===== src/rtl/fetch_decode_unit_if.sv =====
`default_nettype none
// ============================================================================
// Module   : fetch_decode_unit_if
// Purpose  : Instruction-fetch req/ack memory bus between fetch unit and memory.
// Revision : 1.0
// ============================================================================
interface fetch_decode_unit_if;
    logic        mem_req;
    logic [31:0] mem_addr;
    logic        mem_ack;
    logic [31:0] mem_rdata;

    modport master (
        output mem_req,
        output mem_addr,
        input  mem_ack,
        input  mem_rdata
    );

    modport slave (
        input  mem_req,
        input  mem_addr,
        output mem_ack,
        output mem_rdata
    );
endinterface
`default_nettype wire


===== src/rtl/fetch_decode_unit.sv =====
`default_nettype none
// ============================================================================
// Module   : fetch_decode_unit
// Purpose  : PC, IR and branch-target front end of a multicycle MIPS datapath.
// Revision : 1.0
// ============================================================================
module fetch_decode_unit #(
    parameter logic [31:0] RESET_PC = 32'h0000_0000,
    parameter int          MAX_WAIT = 15
) (
    input  logic                clk,
    input  logic                reset,
    fetch_decode_unit_if.master mem,
    output logic [15:0]         imm_out,
    input  logic [31:0]         br_offset,
    input  logic                resolve_valid,
    input  logic                take_branch,
    input  logic                take_jump,
    output logic [31:0]         pc,
    output logic [31:0]         ir,
    output logic [31:0]         target,
    output logic                ir_valid,
    output logic                fetch_err
);

    localparam logic [31:0] c_reset_pc  = RESET_PC & 32'hFFFF_FFFC;
    localparam logic [7:0]  c_wait_last = 8'(MAX_WAIT - 1);

    typedef enum logic [1:0] {
        ST_IDLE    = 2'd0,
        ST_FETCH   = 2'd1,
        ST_DECODE  = 2'd2,
        ST_RESOLVE = 2'd3
    } state_t;

    state_t      r_state;
    state_t      w_state_nxt;
    logic [31:0] r_pc;
    logic [31:0] w_pc_nxt;
    logic [31:0] r_ir;
    logic [31:0] w_ir_nxt;
    logic [31:0] r_target;
    logic [31:0] w_target_nxt;
    logic [7:0]  r_wait_cnt;
    logic [7:0]  w_wait_nxt;
    logic        w_mem_req;
    logic        w_ir_valid;
    logic        w_fetch_err;

    always_ff @(posedge clk) begin
        if (reset) begin
            r_state    <= ST_IDLE;
            r_pc       <= c_reset_pc;
            r_ir       <= 32'd0;
            r_target   <= 32'd0;
            r_wait_cnt <= 8'd0;
        end else begin
            r_state    <= w_state_nxt;
            r_pc       <= w_pc_nxt;
            r_ir       <= w_ir_nxt;
            r_target   <= w_target_nxt;
            r_wait_cnt <= w_wait_nxt;
        end
    end

    always_comb begin
        w_state_nxt  = r_state;
        w_pc_nxt     = r_pc;
        w_ir_nxt     = r_ir;
        w_target_nxt = r_target;
        w_wait_nxt   = r_wait_cnt;
        w_mem_req    = 1'b0;
        w_ir_valid   = 1'b0;
        w_fetch_err  = 1'b0;

        case (r_state)
            ST_IDLE: begin
                w_state_nxt = ST_FETCH;
            end

            ST_FETCH: begin
                w_mem_req = 1'b1;
                // An ack wins over a timeout landing in the same cycle.
                if (mem.mem_ack) begin
                    w_ir_nxt    = mem.mem_rdata;
                    w_pc_nxt    = r_pc + 32'd4;
                    w_wait_nxt  = 8'd0;
                    w_state_nxt = ST_DECODE;
                end else if (r_wait_cnt == c_wait_last) begin
                    w_fetch_err = 1'b1;
                    w_wait_nxt  = 8'd0;
                end else begin
                    w_wait_nxt  = r_wait_cnt + 8'd1;
                end
            end

            ST_DECODE: begin
                // pc is already PC+4 here, matching MIPS branch semantics.
                w_target_nxt = r_pc + br_offset;
                w_state_nxt  = ST_RESOLVE;
            end

            ST_RESOLVE: begin
                w_ir_valid = 1'b1;
                if (resolve_valid) begin
                    if (take_jump) begin
                        w_pc_nxt = {r_pc[31:28], r_ir[25:0], 2'b00};
                    end else if (take_branch) begin
                        w_pc_nxt = r_target;
                    end
                    w_state_nxt = ST_FETCH;
                end
            end

            default: begin
                w_state_nxt = ST_IDLE;
            end
        endcase
    end

    assign mem.mem_req  = w_mem_req;
    assign mem.mem_addr = r_pc;
    assign imm_out      = r_ir[15:0];
    assign pc           = r_pc;
    assign ir           = r_ir;
    assign target       = r_target;
    assign ir_valid     = w_ir_valid;
    assign fetch_err    = w_fetch_err;

endmodule
`default_nettype wire


===== src/flat_wrapper.sv =====
// flat-port wrapper written by rule: the top's interface ports become plain ports
module fetch_decode_unit_flat 
#(
    parameter logic [31:0] RESET_PC = 32'h0000_0000,
    parameter int          MAX_WAIT = 15
)
  (clk, reset, imm_out, br_offset, resolve_valid, take_branch, take_jump, pc, ir, target, ir_valid, fetch_err, mem_mem_req, mem_mem_addr, mem_mem_ack, mem_mem_rdata);
  fetch_decode_unit_if mem_i ();
  input  logic clk;
  input  logic reset;
  output logic [15:0] imm_out;
  input  logic [31:0] br_offset;
  input  logic resolve_valid;
  input  logic take_branch;
  input  logic take_jump;
  output logic [31:0] pc;
  output logic [31:0] ir;
  output logic [31:0] target;
  output logic ir_valid;
  output logic fetch_err;
  output wire logic [$bits(mem_i.mem_req)-1:0] mem_mem_req;
  output wire logic [$bits(mem_i.mem_addr)-1:0] mem_mem_addr;
  input wire logic [$bits(mem_i.mem_ack)-1:0] mem_mem_ack;
  input wire logic [$bits(mem_i.mem_rdata)-1:0] mem_mem_rdata;
  assign mem_mem_req = mem_i.mem_req;
  assign mem_mem_addr = mem_i.mem_addr;
  assign mem_i.mem_ack = mem_mem_ack;
  assign mem_i.mem_rdata = mem_mem_rdata;
  fetch_decode_unit #(.RESET_PC(RESET_PC), .MAX_WAIT(MAX_WAIT)) u_core (.clk(clk), .reset(reset), .mem(mem_i), .imm_out(imm_out), .br_offset(br_offset), .resolve_valid(resolve_valid), .take_branch(take_branch), .take_jump(take_jump), .pc(pc), .ir(ir), .target(target), .ir_valid(ir_valid), .fetch_err(fetch_err));
endmodule

===== config.mk =====
export PLATFORM = sky130hd
export DESIGN_NAME = fetch_decode_unit_flat
export DESIGN_NICKNAME = d
export VERILOG_FILES = /design/src/rtl/fetch_decode_unit_if.sv /design/src/rtl/fetch_decode_unit.sv /design/src/flat_wrapper.sv
export SDC_FILE = /design/constraint.sdc
export NUM_CORES = 1
export LEC_CHECK = 0
export ABC_AREA = 1
export ABC_CLOCK_PERIOD_IN_PS = 5900
export CORE_AREA = 4 4 170 172
export DETAILED_ROUTE_END_ITERATION = 6
export DIE_AREA = 0 0 174 176
export DONT_BUFFER_PORTS = 1
export GPL_TIMING_DRIVEN = 0
export PLACE_DENSITY = 0.49
export SYNTH_ARGS = -nofsm -noshare
export SYNTH_HDL_FRONTEND = slang
export SYNTH_SLANG_ARGS = --single-unit

===== constraint.sdc =====
create_clock -name clk -period 5.9 [get_ports clk]
set_clock_uncertainty 0.2 [all_clocks]
set_input_delay 0.885 -clock clk [delete_from_list [all_inputs] [get_ports clk]]
set_output_delay 0.885 -clock clk [all_outputs]
set_load 0.05 [all_outputs]

[Word level (Yosys, flattened, before mapping)]
Index checks and enable logic that the tools add are counted.
Widths: inputs -> output; s select.
Cells by class
  $add $sub $neg: 3
  mux-type cells: 15
  reductions and logical operators: 6
  equality and inequality tests: 9
Operator list (count)
  $mux 32: 4
  $pmux 32 s2: 1
  $add 32x3->32 const B: 1
  $add 32x32->32: 1
  $mux 8: 2
  $add 8x1->8 const B: 1
  $eq 8x4->1 const B: 1
  $ne 2x2->1 const B: 4
  $pmux 2 s4: 1
  $mux 1: 5
  $reduce_and 5->1: 1
  $eq 2x2->1 const B: 2
  $mux 2: 2
  $reduce_and 2->1: 2
  $reduce_and 4->1: 1
  $ne 3x3->1 const B: 1
  $eq 2x1->1 const B: 1
  $logic_not 2->1: 1
  $reduce_bool 2->1: 1
Word-level totals
  bits in registers: 106
  logic and storage cells: 39
  bits of input ports: 70
  output and inout bits: 147

[Depth between registers and ports, before layout]
  word-level depth: 4
  mapped depth: 15

[Worst setup path after synthesis]
No wires, ideal clock.
  kind: register to output
  from: register u_core.r_state[0]
  to: output fetch_err
  buffers on the path: 0
  path slack: 2.928 ns
  arrival: 1.887 ns
  required time: 4.815 ns
  cell stages (with the launch flop): 4
  cells stage by stage: dfxtp_1 > ha_1 > nand2_1 > nor2_1
On the way
  cells in the longest elaborated chain, start to end: 2
RTL lines
  start, declared: line fetch_decode_unit.sv:36  | state_t r_state;
  start signal, assigned: line fetch_decode_unit.sv:58  | r_state <= w_state_nxt;
  $eq 2x1->1: line fetch_decode_unit.sv:76  | case (r_state)
  $mux 1: line fetch_decode_unit.sv:76
  end, declared: line flat_wrapper.sv:20  | output logic fetch_err;
Every way passes these cells.

[Worst setup path after layout]
Same ends and word-level chain as after synthesis.

==> qor.csv <==
metric,value,unit
outcome,finished clean,
clk_latency,360,ps
syn2layout_area_growth,9.26,%
wl,30800,um
p_int,0.00197,W
post-place-ws,2650,ps
avgRoutedWirePerCell,18.2,um
final_area,8870,sq um
fmax,0.276,GHz
grt.total_usage,0.195,
cp.arrival,2540,ps
end_kind,primary output,
rsz0062_at_grt,false,
drt_first_pass_iters,5,
hold_violations,0,
core_area,27500,sq um
relSlewSlack,0.322,
ios,217,
syn_inst,1329,
ys_types,48,
drt-initial-drc-count,556,
drive_gt1_frac,0.0855,
cts_max_level,3,
synth_nets,1438,
synth_area_leader_cell,dfxtp_1,
root_buffer,clkbuf_16,
cp.buffers_inverters,0,
switching_power,0.00288,W
vias,8152,
cts.sinks,106,
numPortBuffers,0,
ant_nets,0,
hpwlAfterDp,25400,um
finalCriticalPeriod,3630,ps
die-area,30600,sq um
crit_path_max_fanout,8,
maxCapViolations,0,
cp.required,4820,ps
power.leakage,4.32,nW
finalSetupViolCount,0,
overflow,0,
worst_pin_slew,1010,ps
yosys_warnings,0,
cts_hold_buf,0,
via_per_inst,4.82,
die_w,174,um
crit_chain,ha_1 > nand2_1 > nor2_1,
antenna_found_initial,1,
synth_seq_cells,106,
peakVddDrop,0.000225,V
fin_tns_setup,0,ps
critical_path_class,reg2out,
cts.clk_slew.worst_paths,80,ps
min_path_type,reg2reg,
p_per_area,548,nW/um^2
p_seq_frac,0.414,
dp.cells,1675,
cts_buffer_depth,2,
row_count,61,
drc,0,
multi_input_area,4610,sq um
post_cts_buffers,0,
ys_seq_area_frac,0.261,
start_kind,flip-flop,
grt_max_degree,18,
final-seq-area,2120,sq um
avgSynthCellArea,6.11,sq um
antenna_cells,0,
setup_slack,2270,ps
start_util,0.295,
layout.nets,1449,
crit_family,simple AND/OR/NAND/NOR gates,
cp_slowest_cell,nor2_1,
worst_hold_slack,284,ps
p_clk_frac,0.138,
synth.area.top_cells,"dfxtp_1 (26%), nand2_1 (15%), inv_1 (9.7%), nor2_1 (8.0%), o21ai_0 (6.6%)",
final_cells,1691,
cts_buffers,9,
finalCritPeriodShare,0.615,
finalMaxSlewViolations,0,
syn_area,8120,sq um
p_sw_frac,0.594,
placed_area,8550,sq um
yosys.area.top_type_share,0.261,
place.gp.congestion,0.893,
grt_pass1_wl,45700,um
p_comb_frac,0.448,
grt_pass1_vias,7702,
cts_tree,done,
nFillCells,3071,
max_stage_delay,800,ps
cts_resized,0,
fp.dieH,176,um
-- per-layer routing --
| metal | share of wire | GRT usage |
|---|---|---|
| met5 | 0.00042 | 0 |
| met4 | 0.015 | 0.0468 |
| met3 | 0.074 | 0.0574 |
| met2 | 0.46 | 0.328 |
| met1 | 0.45 | 0.248 |
-- final cells by class --
cell class                 instances  share of cell area
clock buffer                      11              0.0262
tap                              346              0.0488
clock inverter                     5             0.00973
buffer                            88              0.0636
sequential                       106               0.239
inverter                         216              0.0922
multi-input combinational        919               0.520
-- cell families after synthesis --
| family | count (synthesis) | share of synthesized area |
|---|---|---|
| compound gates | 234 | 0.157 |
| xor+xnor | 25 | 0.0270 |
| fa+ha+maj | 39 | 0.0610 |
| buf+inv | 304 | 0.170 |
| flops | 106 | 0.261 |
| simple gates | 621 | 0.323 |
-- sequential cells by signal, indices dropped and copies added (netlist names) --
name                 flops
u_core.r_wait_cnt        8
u_core.r_state           2
u_core.mem.mem_addr     32
u_core.target           32
u_core.ir               32
-- layout by cell type, fill, tap and decap left out, types with 4 or more instances in the layout --
cell type  instances
nand2_1          328
nor2_1           172
o21bai_1           5
buf_4             49
o211ai_1           8
ha_1              38
nand3_1           61
clkbuf_16          9
nor3_1            12
nand4_1           11
xor2_1            21
nor3_2             5
inv_1            210
buf_6              6
buf_2              4
o22ai_1            4
clkbuf_1          28
dfxtp_1          106
a21oi_1           89
nand2_2            7
nor2_2             9
o21ai_0          107
xnor2_1            4
a31oi_1            7
-- tightest hold or removal path, cell delays in order (launching register included) --
cell     delay [ps]
dfxtp_1         320
nand2_1          60
a21oi_1          60
-- worst paths after layout --
| path | cells after the start | end | slack (ps) | from |
|---|---|---|---|---|
| setup / recovery | 3 | fetch_err | 2270 | u_core.r_state[0]$_SDFFE_PP0P_ |
| hold / removal | 2 | u_core.r_wait_cnt[6]$_SDFFE_PP0P_ | 280 | u_core.r_wait_cnt[6]$_SDFFE_PP0P_ |
| setup reg to reg | 11 | u_core.target[20]$_SDFFE_PP0N_ | 3070 | u_core.mem.mem_addr[11]$_SDFFE_PP0P_ |
| hold reg to reg | 2 | u_core.r_wait_cnt[6]$_SDFFE_PP0P_ | 280 | u_core.r_wait_cnt[6]$_SDFFE_PP0P_ |
-- through the flow --
stage	utilization	power (W)
final	0.323	0.00486
after global routing	0.323	0.00519
after CTS	0.323	0.00489
after detailed placement	0.311	0.00421
after global placement	0.311	0.00420
after floorplan	-	0.00356
-- power groups by stage --
stage	registers [W]	clock network (W)	logic, W
after floorplan	0.00181	0	0.00175
after global placement	0.00203	0	0.00217
after detailed placement	0.00203	0	0.00217
after CTS	0.00202	0.000688	0.00218
after global routing	0.00205	0.000714	0.00243
final	0.00201	0.000672	0.00218
-- cells in the mapped netlist, drive strengths merged --
master   number
nand2       336
xor2         21
nor3         17
nor4          1
a21o          1
nor2        185
o211ai        8
or2           1
nand4        12
o21bai        6
o22ai         4
and2          2
ha           38
nand3b        1
buf          62
nand3        64
a31oi         7
a221oi        2
clkbuf       26
a211oi        1
o31ai         2
dfxtp       106
a311oi        3
o21ai       109
xnor2         4
a21oi        90
fa            1
inv         216
and3          2
o2bb2ai       1
(Power assumes the default switching activity.)
